[src/rtl/wb_regfile.sv]
// Write-back select plus 32x32 register file with r0 hardwired to zero,
// write-through bypass on both combinational read ports, and a commit counter.
module wb_regfile #(
    parameter int CNT_W = 32
) (
    input  logic             clk,
    input  logic             clr,
    input  logic [31:0]      wb_Alu_Result,
    input  logic [31:0]      wb_mo,
    input  logic             wb_m2reg,
    input  logic             wb_wreg,
    input  logic [4:0]       wb_rn,
    input  logic [4:0]       rna,
    input  logic [4:0]       rnb,
    output logic [31:0]      qa,
    output logic [31:0]      qb,
    output logic [31:0]      wb_data,
    output logic [CNT_W-1:0] wr_cnt
);

    logic [31:0]      regs_q [32];
    logic [CNT_W-1:0] cnt_q;
    logic [CNT_W-1:0] cnt_d;
    logic             commit_s;

    // Write-back select, commit qualification and counter next state.
    always_comb begin
        wb_data  = wb_m2reg ? wb_mo : wb_Alu_Result;
        commit_s = (!clr) && wb_wreg && (wb_rn != 5'd0);
        cnt_d    = cnt_q + {{(CNT_W-1){1'b0}}, 1'b1};
    end

    // Read ports: r0 is zero, then the same-cycle write wins, then the array.
    always_comb begin
        if (rna == 5'd0) begin
            qa = 32'd0;
        end else if (commit_s && (wb_rn == rna)) begin
            qa = wb_data;
        end else begin
            qa = regs_q[rna];
        end
        if (rnb == 5'd0) begin
            qb = 32'd0;
        end else if (commit_s && (wb_rn == rnb)) begin
            qb = wb_data;
        end else begin
            qb = regs_q[rnb];
        end
    end

    // Register array and commit counter; clr clears both immediately.
    always_ff @(posedge clk or posedge clr) begin
        if (clr) begin
            for (int i = 0; i < 32; i++) begin
                regs_q[i] <= 32'd0;
            end
            cnt_q <= {CNT_W{1'b0}};
        end else if (commit_s) begin
            regs_q[wb_rn] <= wb_data;
            cnt_q         <= cnt_d;
        end else begin
            cnt_q <= cnt_q;
        end
    end

    assign wr_cnt = cnt_q;

endmodule

[config.mk]
export PLATFORM = sky130hd
export DESIGN_NAME = wb_regfile
export DESIGN_NICKNAME = d
export VERILOG_FILES = /design/src/rtl/wb_regfile.sv
export SDC_FILE = /design/constraint.sdc
export NUM_CORES = 2
export LEC_CHECK = 0
export ABC_AREA = 1
export BUFFER_PORTS_ARGS = -buffer_cell sky130_fd_sc_hd__buf_2
export CAP_MARGIN = 20
export CORE_ASPECT_RATIO = 0.8
export CORE_MARGIN = 8
export CORE_UTILIZATION = 55
export CTS_BUF_LIST = sky130_fd_sc_hd__clkbuf_4 sky130_fd_sc_hd__clkbuf_8 sky130_fd_sc_hd__clkbuf_16
export DETAILED_ROUTE_END_ITERATION = 7
export PLACE_DENSITY_LB_ADDON = 0.08
export SLEW_MARGIN = 10
export SYNTH_ARGS = -nofsm -noshare
export SYNTH_HDL_FRONTEND = slang
export SYNTH_SLANG_ARGS = --single-unit
[constraint.sdc]
create_clock -name clk -period 48 [get_ports clk]
set_input_delay 9.6 -clock clk [delete_from_list [all_inputs] [get_ports clk]]
set_output_delay 9.6 -clock clk [all_outputs]
set_load 0.05 [all_outputs]
# Yosys cells after proc, flatten, opt, wreduce, memory -nomap -nowiden
# Index checks and enable logic that the tools add are counted.
[word_totals]
input_bits = 83
wordCells = 66
ff_bits = 1056
[op_classes]
mux = 14
n_reduce_logical = 9
n_eq_ne = 2
order_cmp = 4
n_addsub = 1
bitwise_logic = 3
[op_table]
columns = ["operator", "n"]
rows = [
  ["bitwise mux 1024 bit", 1],
  ["binary-select mux 32 bit (select 5 bit)", 2],
  ["2-to-1 mux 32 bit", 10],
  ["demux 32 bit (select 5 bit)", 1],
  ["adder 32 x 1 -> 32 bit (second input constant)", 1],
  ["greater-or-equal comparator 6 bit (second input constant)", 3],
  ["inverter 5 -> 6 bit", 3],
  ["== test 5 bit", 2],
  ["zero test 5 bit", 2],
  ["< comparator 6 x 1 -> 1 bit (second input constant)", 1],
  ["logical AND 1 bit", 5],
  ["nonzero test 5 bit", 1],
  ["zero test 1 bit", 1],
]

# Depth between registers and ports, before layout
[logic_depth]
ltp_word = 6
depth_mapped = 13
depth_no_buf = 11

# Worst setup path before layout
# No wires, ideal clock.
[synth_timing]
path_kind = "input to output"
from = "in wb_m2reg"
to = "out qb[17]"
slack_ns = 26.542
t_required_ns = 38.400
stages = 7
path_buffers = 3
arrival_ns = 11.858
cell_sequence = "buf_2 -> clkbuf_1 -> o21ai_1 -> inv_1 -> clkbuf_1 -> o21ai_0 -> a21oi_1"
[synth_between]
elab_chain_len = 3
[synth_lines]
columns = ["element", "line_no", "source"]
rows = [
  ["start: declaration", "10", "input logic wb_m2reg,"],
  ["2-to-1 mux 32 bit", "28", "wb_data = wb_m2reg ? wb_mo : wb_Alu_Result;"],
  ["via wb_data[17]", "17", "output logic [31:0] wb_data,"],
  ["2-to-1 mux 32 bit", "44", "end else if (commit_s && (wb_rn == rnb)) begin"],
  ["2-to-1 mux 32 bit", "42", "if (rnb == 5'd0) begin"],
  ["end: declaration", "16", "output logic [31:0] qb,"],
]
# The timed path passes the listed nets, and every way through them passes these cells.

# Final worst setup path
[layout_timing]
from = "in rnb[0]"
to = "out qb[18]"
[layout_between]
elab_chain_len = 6
[layout_lines]
columns = ["element", "line_no", "source"]
rows = [
  ["start: declaration", "14", "input logic [4:0] rnb,"],
  ["inverter 5 -> 6 bit (not written as such)", "47", "qb = regs_q[rnb];"],
  ["binary-select mux 32 bit (select 5 bit)", "47", ""],
  ["2-to-1 mux 32 bit (not written as such) (2 in series)", "47", ""],
  ["2-to-1 mux 32 bit", "44", ""],
  ["2-to-1 mux 32 bit (*)", "42", ""],
]
# Every way passes the cells marked *; elsewhere a longest branch is shown, timed or not. The select of a mux whose other input is x is not followed.

==> impl_summary.md <==
Route
For this run, design rule violations remaining after detail routing come to 2. The average detailed-routed wire length per instance is approximately 25 um. The routed wire length is about 230000 um. After detailed routing, the number of vias per cell comes to 6.25. The first TritonRoute pass finished after 8 iterations. The antenna violation net count after detailed routing is 0.

The via count is approximately 60k. The number of DRC markers after the initial detailed-route iteration is around 8.8k.

Worst setup path
The critical path's top delay family is buffers and inverters. STA classifies the critical path startpoint as a primary input. The most frequent cell on the critical path is nand2_1.

The worst setup path is captured at a primary output. The critical path goes through buf_8, buf_12, buf_4, buf_4, o211ai_1, nand3_1, nand2_1, inv_1, nand2_1, nand2_1, nand2_1, a21oi_1, buf_2. The largest incremental delay on the critical path is around 800 ps. The count of buffering cells on the critical path with inverters included is 6. The critical path required time is between 30000 and 40000 ps.

At the worst endpoint, the arrival time is between 10000 and 15000 ps. The critical path in this run is classified as primary input to primary output. The master of the slowest instance on the critical path is buf_4. The highest net fanout along the worst path is 197.

Floorplan
The width of the die is between 300 and 400 um. The area of the die is 119000 sq um. The initial core utilization is between 50% and 60%. The floorplan step defined a core boundary enclosing ~110000 sq um. between 200 and 250 I/O pins were placed. In this run the vertical extent of the chip is between 300 and 400 um.

The number of cell rows is around 110.

Flow run
The reported max-cap violation count is 0.

Yosys
The total standard cell area after synthesis is about 60000 sq um. The Yosys step of the flow raised 0 warnings. In the synthesized netlist the dominant register cell turns out to be dfrtp_1.

The post-synthesis average cell area is between 7 and 8 sq um. The number of synthesized register bits is between 1k and 1.5k. Counting flops with an async set or reset pin after synthesis yields a share of 100%.

Synthesis produced a netlist with a net count of just over 8k. The count of distinct cell types in the synthesized netlist is 35. In the synthesized netlist, the number of instances is around 8.2k. The number of enable-type register cells in the synthesized netlist is 0.

Sequential elements use 44.3% of the synthesized area.

Place
The total placed cells including tap cells is 9213. The post-place instance area is slightly above 60000 sq um. Summed over all nets, the half-perimeter wirelength after detailed placement is between 100000 and 150000 um. The number of port buffers is 210.

The routability congestion estimate is approximately 0.87.

Clock tree
The clock insertion delay at the later pin of the skew report is 710 ps. Clock tree synthesis selected as its root buffer the cell clkbuf_16. Post-CTS timing repair inserted 0 buffers for setup. TritonCTS built the clock tree. The count of clock tree sinks is 1056. After clock tree synthesis, the repair step resized 0 gates. The H-tree was split into 3 levels. The number of CTS-inserted buffers is 110. Hold repair after CTS inserted 0 buffers. The clock input transition at the sequential cells of the worst setup and hold paths is around 60 ps. The maximum number of buffers from clock root to sink is 3.

Final layout
The net count of the finished layout is 7985. In the final layout, the share of cells above drive strength 1 is ~8.2%. The growth of design area from synthesis to finish is 8.22%. The count of cells in the finished layout, fillers not included, comes to 9433. The cell area after layout is approximately 65000 sq um.

Counting the fill cells in the layout gives slightly above 10k.

GRT
Global routing used 38.0% of the available tracks. The first global-routing pass estimated roughly 350000 um of wire. The pin count of the biggest net entering global routing is approximately 250. The initial antenna violation count is 3. The remaining global-route overflow is 0.

The via count of the first global-routing pass is 54.1k.

Timing
The final number of hold-violating endpoints was 0. Static timing analysis puts the maximum clock frequency at 42.4 MHz. The final cycle utilization of the critical path is 49.1%. For the final database, setup skew stands at 5.59 ps. The minimum clock period after layout is between 20000 and 25000 ps. The remaining max-slew budget at the tightest pin is 15.8%. The transition time at the pin with the least slew margin is between 1000 and 1500 ps.

The number of max-slew violations in the final report is 0. Setup repair after global routing left no endpoint under its margin. Setup violations remaining at the end of the flow were counted as 0.

The sum of negative setup slack is 0 ps.

Min path
The worst hold path belongs to the class flip-flop to flip-flop.

Power and ir drop
The power density over cell area is between 30 and 40 nW/um^2. In this run the static leakage power is 29.4 nW. Across the VDD grid, the largest voltage drop is roughly 0.000030 V. Total power for the finished layout comes to roughly 2.6 mW.

Outcome
The final reports fail on DRC. The flow ran to the end, but the final reports show violations.
[area by class of cell]
cell class | instances | area (sq um) | area share (%)
inverters | 737 | 2800 | 4.33
clock buffers | 167 | 3460 | 5.35
well taps | 1430 | 1790 | 2.77
flip-flops and latches | 1056 | 26400 | 40.9
multi-input cells | 5649 | 27500 | 42.5
clock inverters | 40 | 327 | 0.505
repair buffers | 347 | 2330 | 3.61
diodes | 7 | 17.5 | 0.0271
[synth_stat cells, drive strengths merged (5+ instances only)]
master     n  area (sq um)
inv      730          2740
nand3    824          4130
nand2   2002          7590
dfrtp   1056         26400
o21ai   1331          6660
a21oi    498          2490
o21a      19           143
nor4       7          80.1
or2        9          56.3
clkbuf   475          1780
nor3      42           279
buf      292          1440
clkinv     7          26.3
o211ai   562          4220
nand4      5          31.3
xor2      24           210
a211oi     5          37.5
nor2     306          1220
xnor2     14           123
[sequential cells by signal, indices dropped and copies added, names as in the netlist]
signal / flops
regs_q: 1024
wr_cnt: 32
[report_power, final]
part | total (mW) | internal (mW) | switching (mW)
clock network | 0.900 | 0.517 | 0.382
logic | 0.545 | 0.165 | 0.380
registers | 1.12 | 1.04 | 0.0848
total | 2.56 | 1.72 | 0.847
[cell families after synthesis]
family                   count (synthesis)  synth area share [%]
AO/OA/AOI/OAI                         2415                  22.7
XOR/XNOR                                38                 0.557
adder cells (fa/ha/maj)                  1                0.0210
buffers and inverters                 1504                  10.0
flip-flops                            1056                  44.3
AND/OR/NAND/NOR                       3195                  22.4
[final timing paths]
| kind | startpoint | to | slack, ps | cells past startpoint |
|---|---|---|---|---|
| worst max-delay path | rnb[0] | qb[18] | 24410 | 13 |
| worst min-delay path | regs_q[1010] | regs_q[1010] | 380 | 0 |
| worst max register to register | wr_cnt[0] | wr_cnt[30] | 45850 | 9 |
| worst min register to register | regs_q[1010] | regs_q[1010] | 380 | 0 |
| max in group asynchronous | clr | regs_q[566] | 35770 | 5 |
| min in group asynchronous | clr | regs_q[256] | 9070 | 2 |
[cells in the final DEF, fill, tap and decap left out, drive strengths merged]
master and n:
nand3 824, nor3 42, clkbuf 167, bufinv 4, nand2 2002, or2 9, a211oi 5, clkinvlp 3
nor2 306, nand4 5, nor4 7, inv 731, dfrtp 1056, o211ai 562, buf 347, o21ai 1331
xnor2 14, xor2 24, ha 1, o21a 19, clkinv 39, diode 7, a21oi 498
[through the flow]
step           worst slack [ps]  util [%]  hold WS (ps)
2_1_floorplan              8680         -           429
3_3_place_gp              24600      56.1           365
3_5_place_dp              24600      56.1           366
4_1_cts                   24600      59.6           380
5_1_grt                   24220      59.8           389
6_report                  24410      59.8           378
[layer usage]
layer | GRT usage (%) | wire length [um] | share of wire [%] | vias up
met5 | 0 | 0 | 0 | -
met4 | 16.4 | 11000 | 4.7 | 0
met3 | 10.4 | 30700 | 13 | 671
met2 | 54.6 | 97400 | 42 | 3830
met1 | 53.8 | 94800 | 41 | 27700
li1 | - | - | - | 26700
[worst reg2reg max path: stages (launching register included)]
cell     delay, ps
dfrtp_1        410
ha_1           190
nand3_1        100
nor2_1         140
nand3_1        150
nor2_1         290
nand3_1        200
nor2_1         280
nand2_1        110
xor2_1         160
No activity file was read; power rests on OpenSTA's default activity.
